### src/rtl/rv32i_exec_core_if.sv
// Instruction-fetch bus between the execution core and program memory.
// The core drives the byte address and read strobe. Memory returns the
// instruction word on the cycle after the strobe.
interface rv32i_exec_core_if;
   logic [31:0] mem_addr;
   logic        mem_rstrb;
   logic [31:0] mem_rdata;

   modport master (
      output mem_addr,
      output mem_rstrb,
      input  mem_rdata
   );

   modport slave (
      input  mem_addr,
      input  mem_rstrb,
      output mem_rdata
   );
endinterface

### src/rtl/rv32i_exec_core.sv
// Multi-cycle RV32I execution core with four cycles per instruction:
// fetch, wait, register read and execute.
// ALU, LUI, AUIPC, JAL, JALR and branch instructions execute.
// Load, store, FENCE and unknown opcodes retire without side effects.
// A SYSTEM opcode stops the core until the next reset.
module rv32i_exec_core #(
   parameter logic [31:0] RESET_PC = 32'h0000_0000
) (
   input  logic                      CLK,
   input  logic                      RESET,
   rv32i_exec_core_if.master         mem,
   output logic                      retire,
   output logic                      halt,
   output logic [31:0]               dbg_x1
);

   localparam logic [2:0] S_FETCH_INSTR = 3'd0;
   localparam logic [2:0] S_WAIT_INSTR  = 3'd1;
   localparam logic [2:0] S_FETCH_REGS  = 3'd2;
   localparam logic [2:0] S_EXECUTE     = 3'd3;
   localparam logic [2:0] S_HALT        = 3'd4;

   logic [2:0]  r_state;
   logic [31:0] r_pc;
   logic [31:0] r_instr;
   logic [31:0] r_rs1;
   logic [31:0] r_rs2;
   logic        r_halt;
   logic [31:0] r_regs [0:31];

   // Field decode from the latched instruction word
   logic [6:0]  w_opcode;
   logic [4:0]  w_rd;
   logic [4:0]  w_rs1_idx;
   logic [4:0]  w_rs2_idx;
   logic [2:0]  w_funct3;
   logic        w_is_alureg, w_is_aluimm, w_is_branch, w_is_jal, w_is_jalr;
   logic        w_is_lui, w_is_auipc, w_is_system;
   logic [31:0] w_imm_i, w_imm_b, w_imm_u, w_imm_j;

   assign w_opcode    = r_instr[6:0];
   assign w_rd        = r_instr[11:7];
   assign w_funct3    = r_instr[14:12];
   assign w_rs1_idx   = r_instr[19:15];
   assign w_rs2_idx   = r_instr[24:20];

   assign w_is_alureg = (w_opcode == 7'b0110011);
   assign w_is_aluimm = (w_opcode == 7'b0010011);
   assign w_is_branch = (w_opcode == 7'b1100011);
   assign w_is_jalr   = (w_opcode == 7'b1100111);
   assign w_is_jal    = (w_opcode == 7'b1101111);
   assign w_is_auipc  = (w_opcode == 7'b0010111);
   assign w_is_lui    = (w_opcode == 7'b0110111);
   assign w_is_system = (w_opcode == 7'b1110011);

   assign w_imm_i = {{21{r_instr[31]}}, r_instr[30:20]};
   assign w_imm_b = {{20{r_instr[31]}}, r_instr[7], r_instr[30:25], r_instr[11:8], 1'b0};
   assign w_imm_u = {r_instr[31:12], 12'b0};
   assign w_imm_j = {{12{r_instr[31]}}, r_instr[19:12], r_instr[20], r_instr[30:21], 1'b0};

   // ALU operand 2 is the rs2 value for register ops and the I immediate otherwise
   logic [31:0] w_alu_in2;
   logic [4:0]  w_shamt;
   logic [31:0] w_alu_out;

   assign w_alu_in2 = w_is_alureg ? r_rs2 : w_imm_i;
   assign w_shamt   = w_alu_in2[4:0];

   // ALU operation selected by funct3. instr[30] chooses SUB for register ops and SRA for both op types.
   always_comb begin
      w_alu_out = 32'd0;
      case (w_funct3)
         3'b000: w_alu_out = (w_is_alureg && r_instr[30]) ? (r_rs1 - w_alu_in2) : (r_rs1 + w_alu_in2);
         3'b001: w_alu_out = r_rs1 << w_shamt;
         3'b010: w_alu_out = {31'd0, ($signed(r_rs1) < $signed(w_alu_in2))};
         3'b011: w_alu_out = {31'd0, (r_rs1 < w_alu_in2)};
         3'b100: w_alu_out = r_rs1 ^ w_alu_in2;
         3'b101: w_alu_out = r_instr[30] ? 32'($signed(r_rs1) >>> w_shamt) : (r_rs1 >> w_shamt);
         3'b110: w_alu_out = r_rs1 | w_alu_in2;
         default: w_alu_out = r_rs1 & w_alu_in2;
      endcase
   end

   // Branch condition. funct3 010 and 011 are not valid branches and are never taken.
   logic w_take_branch;
   always_comb begin
      w_take_branch = 1'b0;
      case (w_funct3)
         3'b000: w_take_branch = (r_rs1 == r_rs2);
         3'b001: w_take_branch = (r_rs1 != r_rs2);
         3'b100: w_take_branch = ($signed(r_rs1) <  $signed(r_rs2));
         3'b101: w_take_branch = ($signed(r_rs1) >= $signed(r_rs2));
         3'b110: w_take_branch = (r_rs1 <  r_rs2);
         3'b111: w_take_branch = (r_rs1 >= r_rs2);
         default: w_take_branch = 1'b0;
      endcase
   end

   // Writeback data and next-PC selection
   logic [31:0] w_pc_plus4;
   logic [31:0] w_jalr_sum;
   logic [31:0] w_pc_next;
   logic [31:0] w_wb_data;
   logic        w_wb_en;

   assign w_pc_plus4 = r_pc + 32'd4;
   assign w_jalr_sum = r_rs1 + w_imm_i;

   // Only ALU, upper-immediate and jump instructions write a register. Writes to x0 are discarded.
   always_comb begin
      w_wb_en   = (w_is_alureg || w_is_aluimm || w_is_lui || w_is_auipc || w_is_jal || w_is_jalr)
                  && (w_rd != 5'd0);
      w_wb_data = w_alu_out;
      if (w_is_lui)
         w_wb_data = w_imm_u;
      else if (w_is_auipc)
         w_wb_data = r_pc + w_imm_u;
      else if (w_is_jal || w_is_jalr)
         w_wb_data = w_pc_plus4;
   end

   // JALR uses the rs1 value latched in FETCH_REGS, so rd == rs1 cannot corrupt the target.
   always_comb begin
      w_pc_next = w_pc_plus4;
      if (w_is_jal)
         w_pc_next = r_pc + w_imm_j;
      else if (w_is_jalr)
         w_pc_next = {w_jalr_sum[31:1], 1'b0};
      else if (w_is_branch && w_take_branch)
         w_pc_next = r_pc + w_imm_b;
   end

   // Sequencer, register-file read and writeback. Reset also drops any pending writeback.
   always_ff @(posedge CLK) begin
      if (RESET) begin
         r_state <= S_FETCH_INSTR;
         r_pc    <= RESET_PC;
         r_instr <= 32'd0;
         r_rs1   <= 32'd0;
         r_rs2   <= 32'd0;
         r_halt  <= 1'b0;
         for (int i = 0; i < 32; i++)
            r_regs[i] <= 32'd0;
      end else begin
         case (r_state)
            S_FETCH_INSTR: r_state <= S_WAIT_INSTR;
            S_WAIT_INSTR: begin
               r_instr <= mem.mem_rdata;
               r_state <= S_FETCH_REGS;
            end
            S_FETCH_REGS: begin
               r_rs1   <= (w_rs1_idx == 5'd0) ? 32'd0 : r_regs[w_rs1_idx];
               r_rs2   <= (w_rs2_idx == 5'd0) ? 32'd0 : r_regs[w_rs2_idx];
               r_state <= S_EXECUTE;
            end
            S_EXECUTE: begin
               if (w_wb_en)
                  r_regs[w_rd] <= w_wb_data;
               r_pc    <= w_pc_next;
               r_halt  <= w_is_system;
               r_state <= w_is_system ? S_HALT : S_FETCH_INSTR;
            end
            S_HALT: r_state <= S_HALT;
            default: r_state <= S_FETCH_INSTR;
         endcase
      end
   end

   assign mem.mem_addr  = r_pc;
   assign mem.mem_rstrb = (r_state == S_FETCH_INSTR);
   assign retire        = (r_state == S_EXECUTE);
   assign halt          = r_halt;
   assign dbg_x1        = r_regs[1];

endmodule

### src/flat_wrapper.sv
// flat-port wrapper written by rule: the top's interface ports become plain ports
module rv32i_exec_core_flat 
#(
   parameter logic [31:0] RESET_PC = 32'h0000_0000
)
  (CLK, RESET, retire, halt, dbg_x1, mem_mem_addr, mem_mem_rstrb, mem_mem_rdata);
  rv32i_exec_core_if mem_i ();
  input  logic CLK;
  input  logic RESET;
  output logic retire;
  output logic halt;
  output logic [31:0] dbg_x1;
  output wire logic [$bits(mem_i.mem_addr)-1:0] mem_mem_addr;
  output wire logic [$bits(mem_i.mem_rstrb)-1:0] mem_mem_rstrb;
  input wire logic [$bits(mem_i.mem_rdata)-1:0] mem_mem_rdata;
  assign mem_mem_addr = mem_i.mem_addr;
  assign mem_mem_rstrb = mem_i.mem_rstrb;
  assign mem_i.mem_rdata = mem_mem_rdata;
  rv32i_exec_core #(.RESET_PC(RESET_PC)) u_core (.CLK(CLK), .RESET(RESET), .mem(mem_i), .retire(retire), .halt(halt), .dbg_x1(dbg_x1));
endmodule
### config.mk
export PLATFORM = sky130hd
export DESIGN_NAME = rv32i_exec_core_flat
export DESIGN_NICKNAME = d
export VERILOG_FILES = /design/src/rtl/rv32i_exec_core_if.sv /design/src/rtl/rv32i_exec_core.sv /design/src/flat_wrapper.sv
export SDC_FILE = /design/constraint.sdc
export NUM_CORES = 2
export LEC_CHECK = 0
export CAP_MARGIN = 10
export CORE_AREA = 2 2 347 349
export CTS_BUF_LIST = sky130_fd_sc_hd__clkbuf_16
export CTS_CLUSTER_SIZE = 14
export DETAILED_ROUTE_END_ITERATION = 6
export DIE_AREA = 0 0 349 351
export PLACE_DENSITY = 0.81
export SLEW_MARGIN = 20
export SYNTH_ARGS = -nofsm -noshare
export SYNTH_HDL_FRONTEND = slang
export SYNTH_SLANG_ARGS = --single-unit
### constraint.sdc
create_clock -name CLK -period 5.2 [get_ports CLK]
set_clock_uncertainty 0.15 [all_clocks]
set_input_delay 1.56 -clock CLK [delete_from_list [all_inputs] [get_ports CLK]]
set_output_delay 1.56 -clock CLK [all_outputs]
set_load 0.05 [all_outputs]
==> reports/qor.txt, run 1 <==
Adder-cell area share of the yosys netlist - 3.58%
Placement Rows - 127
Synth Area in XOR/XNOR - 1.61%
Cts bufs inserted - 114
EDFF count, synth - 1024
IO Port Bufs - 99
Largest net degree at the start of global routing - 97
Asr flop ratio synth - 0%
GR repair worst EP - u_core.r_regs[3][30]$_SDFFCE_PN0P_/D
Die height - 351 um
Gr usage total - 77.2%
IO Count - 101
GR Overflow Total - 59
Top cell type's share of synthesized area - 40.7%
Synth Register Bits - 1165
Sequential share of the synthesized area - 44.4%
Post-synth top area cell - edfxtp_1
Longest Clk Path Bufs - 3
Outcome - did not finish
Kind of the worst endpoint - register input
Simple logic cell fraction of the synthesized area - 13.1%
Failed at - 5_1_grt
Post-Syn Area per Cell - 11.4 um2
Top cells by area, synth - edfxtp_1 (41%), mux4_2 (19%), nor2_1 (5.7%)
Compound-gate portion of the synthesized area - 11.8%
Initial antenna violation count - 56
HPWL Detailed - 239 mm
Mapped Area - 75500 um2
Log Error - [ERROR GRT-0232] Routing congestion too high. Check the congestion heatmap in the GUI.
Ys flop type - edfxtp_1
Post-synthesis cell type count - 114
Synth Warn # - 0
Die Span X - 349 um
Starting density of the core - 63.5%
Root Buffer - clkbuf_16
Routability cong. - 1.11
Largest family of logic cells by synthesized area - multiplexers
Mux share of post-synthesis cell area - 21.3%
Post-CTS Hold Fix Bufs - 0
H-tree levels - 3
CTS Sinks - 1165
Dpl cells - 8213
Mapped Cells - 6644
per-layer routing:
layer | overflow | track usage, %
met5 | 1 | 40.3
met4 | 34 | 75.1
met3 | 4 | 64.4
met2 | 17 | 90.8
met1 | 3 | 78.0
logic make-up after synthesis:
family	after synthesis
AND/OR/NAND/NOR	2203
AO/OA/AOI/OAI	1362
flip-flops	1165
multiplexers	790
buffers and inverters	771
adder cells (fa/ha/maj)	213
XOR/XNOR	139
other	1
synthesized netlist by cell type, types with 23 or more instances:
| library cell | instances |
|---|---|
| nor2b_1 | 61 |
| nand3_1 | 121 |
| dfxtp_1 | 141 |
| and3_1 | 31 |
| nand4_1 | 34 |
| xnor2_1 | 94 |
| o21a_1 | 28 |
| edfxtp_1 | 1024 |
| nand2_1 | 345 |
| buf_1 | 89 |
| a21o_1 | 97 |
| buf_2 | 104 |
| nor3_1 | 219 |
| o31ai_1 | 26 |
| o22ai_1 | 29 |
| mux4_2 | 652 |
| xor2_1 | 45 |
| ha_1 | 208 |
| o211ai_1 | 85 |
| nor4_1 | 23 |
| a311oi_1 | 26 |
| a22oi_1 | 28 |
| inv_1 | 150 |
| a211oi_1 | 107 |
| a31oi_1 | 52 |
| o21ai_0 | 223 |
| nand2b_1 | 95 |
| o21bai_1 | 29 |
| a21oi_1 | 418 |
| nor2_1 | 1144 |
| clkbuf_1 | 401 |
| or3_1 | 23 |
| mux2i_1 | 123 |
repair_timing:
item | 4_1_cts
setup endpoints to repair | 74
setup buffers | 0
pin swaps | 0
gates cloned | 0
gates resized for setup | 7
per-stage QoR:
stage               setup TNS (ps)  setup slack, ps  area [um2]  hold WS, ps  utilization (%)
floorplan                        0              421       75700          304                -
global placement              -780            -28.4       81300          300             68.3
detailed placement           -1270            -63.7       81300          311             68.3
CTS                              0             3.39       85100          317             71.5
==> inputs of run 2 (changes only) <==
Settings changed: CORE_AREA 2 2 347 349 to 2 2 438 440, CTS_BUF_LIST sky130_fd_sc_hd__clkbuf_16 to not set, CTS_CLUSTER_SIZE 14 to not set, DIE_AREA 0 0 349 351 to 0 0 440 442, PLACE_DENSITY 0.81 to not set, PLACE_DENSITY_LB_ADDON set to 0.15.
==> run 2 against run 1 <==
Compared with the run above:
- the run now ends clean
- area after synthesis did not move
- synthesized cell count did not move
==> reports/qor.txt, run 2 <==
Largest Register - u_core.r_regs
Longest Clk Path Bufs - 3
Post-synth top area cell - edfxtp_1
Max Clk Rate - 194 MHz
Final hold vios - 0
Worst EP arrival - 5530 ps
DR vias/cell - 6.61
Outcome - complete, no violations
Gr usage total - 34.2%
Die ar. - 194000 um2
IO Port Bufs - 99
Detailed Routing Iterations Pass 1 - 7
CTS Sinks - 1165
Die Span X - 440 um
Crit. End Element - flop
Post-Syn Area per Cell - 11.4 um2
Clock power share - 37.9%
Layout cells sized above 1 - 22.4%
Top cells by area, synth - edfxtp_1 (41%), mux4_2 (19%), nor2_1 (5.7%)
Post-DR wirelength/cell - 35.9 um
Via count - 62100
Crit-path cells - nand3b_4 -> buf_4 -> o21ai_1 -> nand2_1 -> inv_2 -> ha_1 -> a211oi_2 -> buf_4 -> o21bai_1 -> a21o_1 -> a21o_1 -> a21oi_1 -> xnor2_1 -> a221oi_2 -> buf_4 -> nand4_1 -> buf_4 -> o22ai_4 -> buf_12 -> buf_12 -> nor2_1
DRC viols - 0
Worst-skew pair later-pin latency - 810 ps
Pleak - 0.0292 uW
Hold_ws - 315 ps
Largest net degree at the start of global routing - 107
Routed Antenna Nets - 0
Commonest cells post-synth - nor2_1 (1144), edfxtp_1 (1024), mux4_2 (652)
Ys flop type - edfxtp_1
Sequential Power Share - 42.7%
TritonCTS clock tree - done
MaxCap Viol Count - 0
Reg2Reg Launch Point - u_core.r_instr[3]
# setup viols final - 0
Largest fanout on the critical path - 24
Root Buffer - clkbuf_16
VDD IR max - 246 uV
Mapped Area - 75500 um2
Worst setup path class - flop to flop
First-pass GRT wire length - 469 mm
Post-CTS Hold Fix Bufs - 0
Worst Max-Slew Pin Slew - 1250 ps
Worst path slowest cell - a221oi_2
EDFF count, synth - 1024
Iter 0 DRT Violations - 9252
Routed wire length - 338 mm
CP delay by family, top - compound AO/OA/AOI/OAI gates
Max FFs per register - 1024
HPWL Detailed - 236 mm
Worst Setup SP - u_core.r_instr[3]
Pint - 17800 uW
Routability cong. - 1.07
Most frequent cell after synthesis - nor2_1
Crit path largest cell delay - 440 ps
Initial antenna violation count - 14
Cts bufs inserted - 136
Post-synthesis cell type count - 114
Mapped Cells - 6644
Max-slew violations - 0
GR Overflow Total - 0
IO Count - 101
Top cell type's share of synthesized area - 40.7%
Most frequent CP cell - buf_4
Nets - 7018
Asr flop ratio synth - 0%
Placement Rows - 160
Layout area overhead - 14.9%
Starting density of the core - 39.9%
Unrepaired setup endpoints after global routing - no
Fin crit period - 5160 ps
Sequential share of the synthesized area - 44.4%
CP required - 5570 ps
Die height - 442 um
Power share of the combinational group - 19.5%
Highest-count cells in the layout ignoring fill and taps - nor2_1 (1139), edfxtp_1 (1024), mux4_2 (652), a21oi_1 (414), buf_4 (397)
Net switching component of the power - 7490 uW
Clk pin slew, worst setup/hold paths - 60 ps
Core Area - 190000 um2
Fin crit share - 99.3%
Commonest non-fill, non-tap cell in the layout - nor2_1
Sw frac - 29.7%
Worst Setup Start Kind - flop
Rel. slew slack - 16.3%
Synth Warn # - 0
Vias in the first global route - 59700
Final Power - 25300 uW
Hold Crit Class - flop to flop
P per Cell Area - 291 nW/um2
Synth Register Bits - 1165
Buf/Inv on CP - 7
Hold path startpoint - u_core.halt
H-tree levels - 4
## run 2: layout make-up
class	count	area, um2
fill	17400	103000
multi-input combinational	4740	39500
sequential	1165	33600
timing repair buffer	576	5600
clock buffer	177	3740
tap	2511	3140
clock inverter	68	633
inverter	152	573
antenna	6	15.0
## run 2: worst min-delay path, stage by stage (launching register included)
cell     delay, ps
dfxtp_1        310
nand2_1         50
a21oi_1         50
## run 2: power groups by stage
stage | logic [uW] | clock network (uW) | registers (uW)
floorplan | 2700 | 0 | 10900
global placement | 4750 | 0 | 10900
detailed placement | 4750 | 0 | 11000
CTS | 4760 | 9660 | 10800
global route | 5060 | 10000 | 10800
finish | 4910 | 9570 | 10800
## run 2: stage by stage
step / cells / worst slack [ps] / cell area [um2] / util [%] / setup TNS (ps)
finish: 9395 / 38.1 / 86800 / 45.8 / 0
global route: 9389 / 10.6 / 86800 / 45.8 / 0
CTS: 9383 / 25.5 / 86600 / 45.7 / 0
detailed placement: 9138 / 10.1 / 82200 / 43.4 / 0
global placement: 9138 / -115 / 82200 / 43.4 / -3280
floorplan: 6676 / 421 / 75700 / - / 0
## run 2: worst paths after layout
path / cells after the start / slack, ps / endpoint
max: 21 / 40 / u_core.r_regs[29][8]
min: 2 / 320 / u_core.halt
max reg2reg: 21 / 40 / u_core.r_regs[29][8]
min reg2reg: 2 / 320 / u_core.halt
## run 2: logic make-up after synthesis
logic type	Yosys count	synth area share (%)
AOI/OAI and AO/OA	1362	11.8
and+or+nand+nor	2203	13.1
adders and majority gates	213	3.58
muxes	790	21.3
buffers and inverters	771	4.20
other	1	0.00496
xor gates and xnor gates	139	1.61
DFF	1165	44.4
## run 2: what timing repair did
| action | 4_1_cts | 5_1_grt |
|---|---|---|
| pin swaps | 0 | 6 |
| cloned | 0 | 3 |
| gates resized for setup | 1 | 11 |
| buffers inserted | 0 | 3 |
| endpoints found under the hold margin | 0 | 0 |
| endpoints found under the setup margin | 16 | 257 |
## run 2: per-layer routing
layer	track usage (%)	wire [um]	vias up
li1	-	-	25700
met1	46.9	135000	32000
met2	52.1	151000	3715
met3	6.82	33000	747
met4	15.6	18200	8
met5	0	53	-
Note: power is estimated with default switching activity, not from simulation.
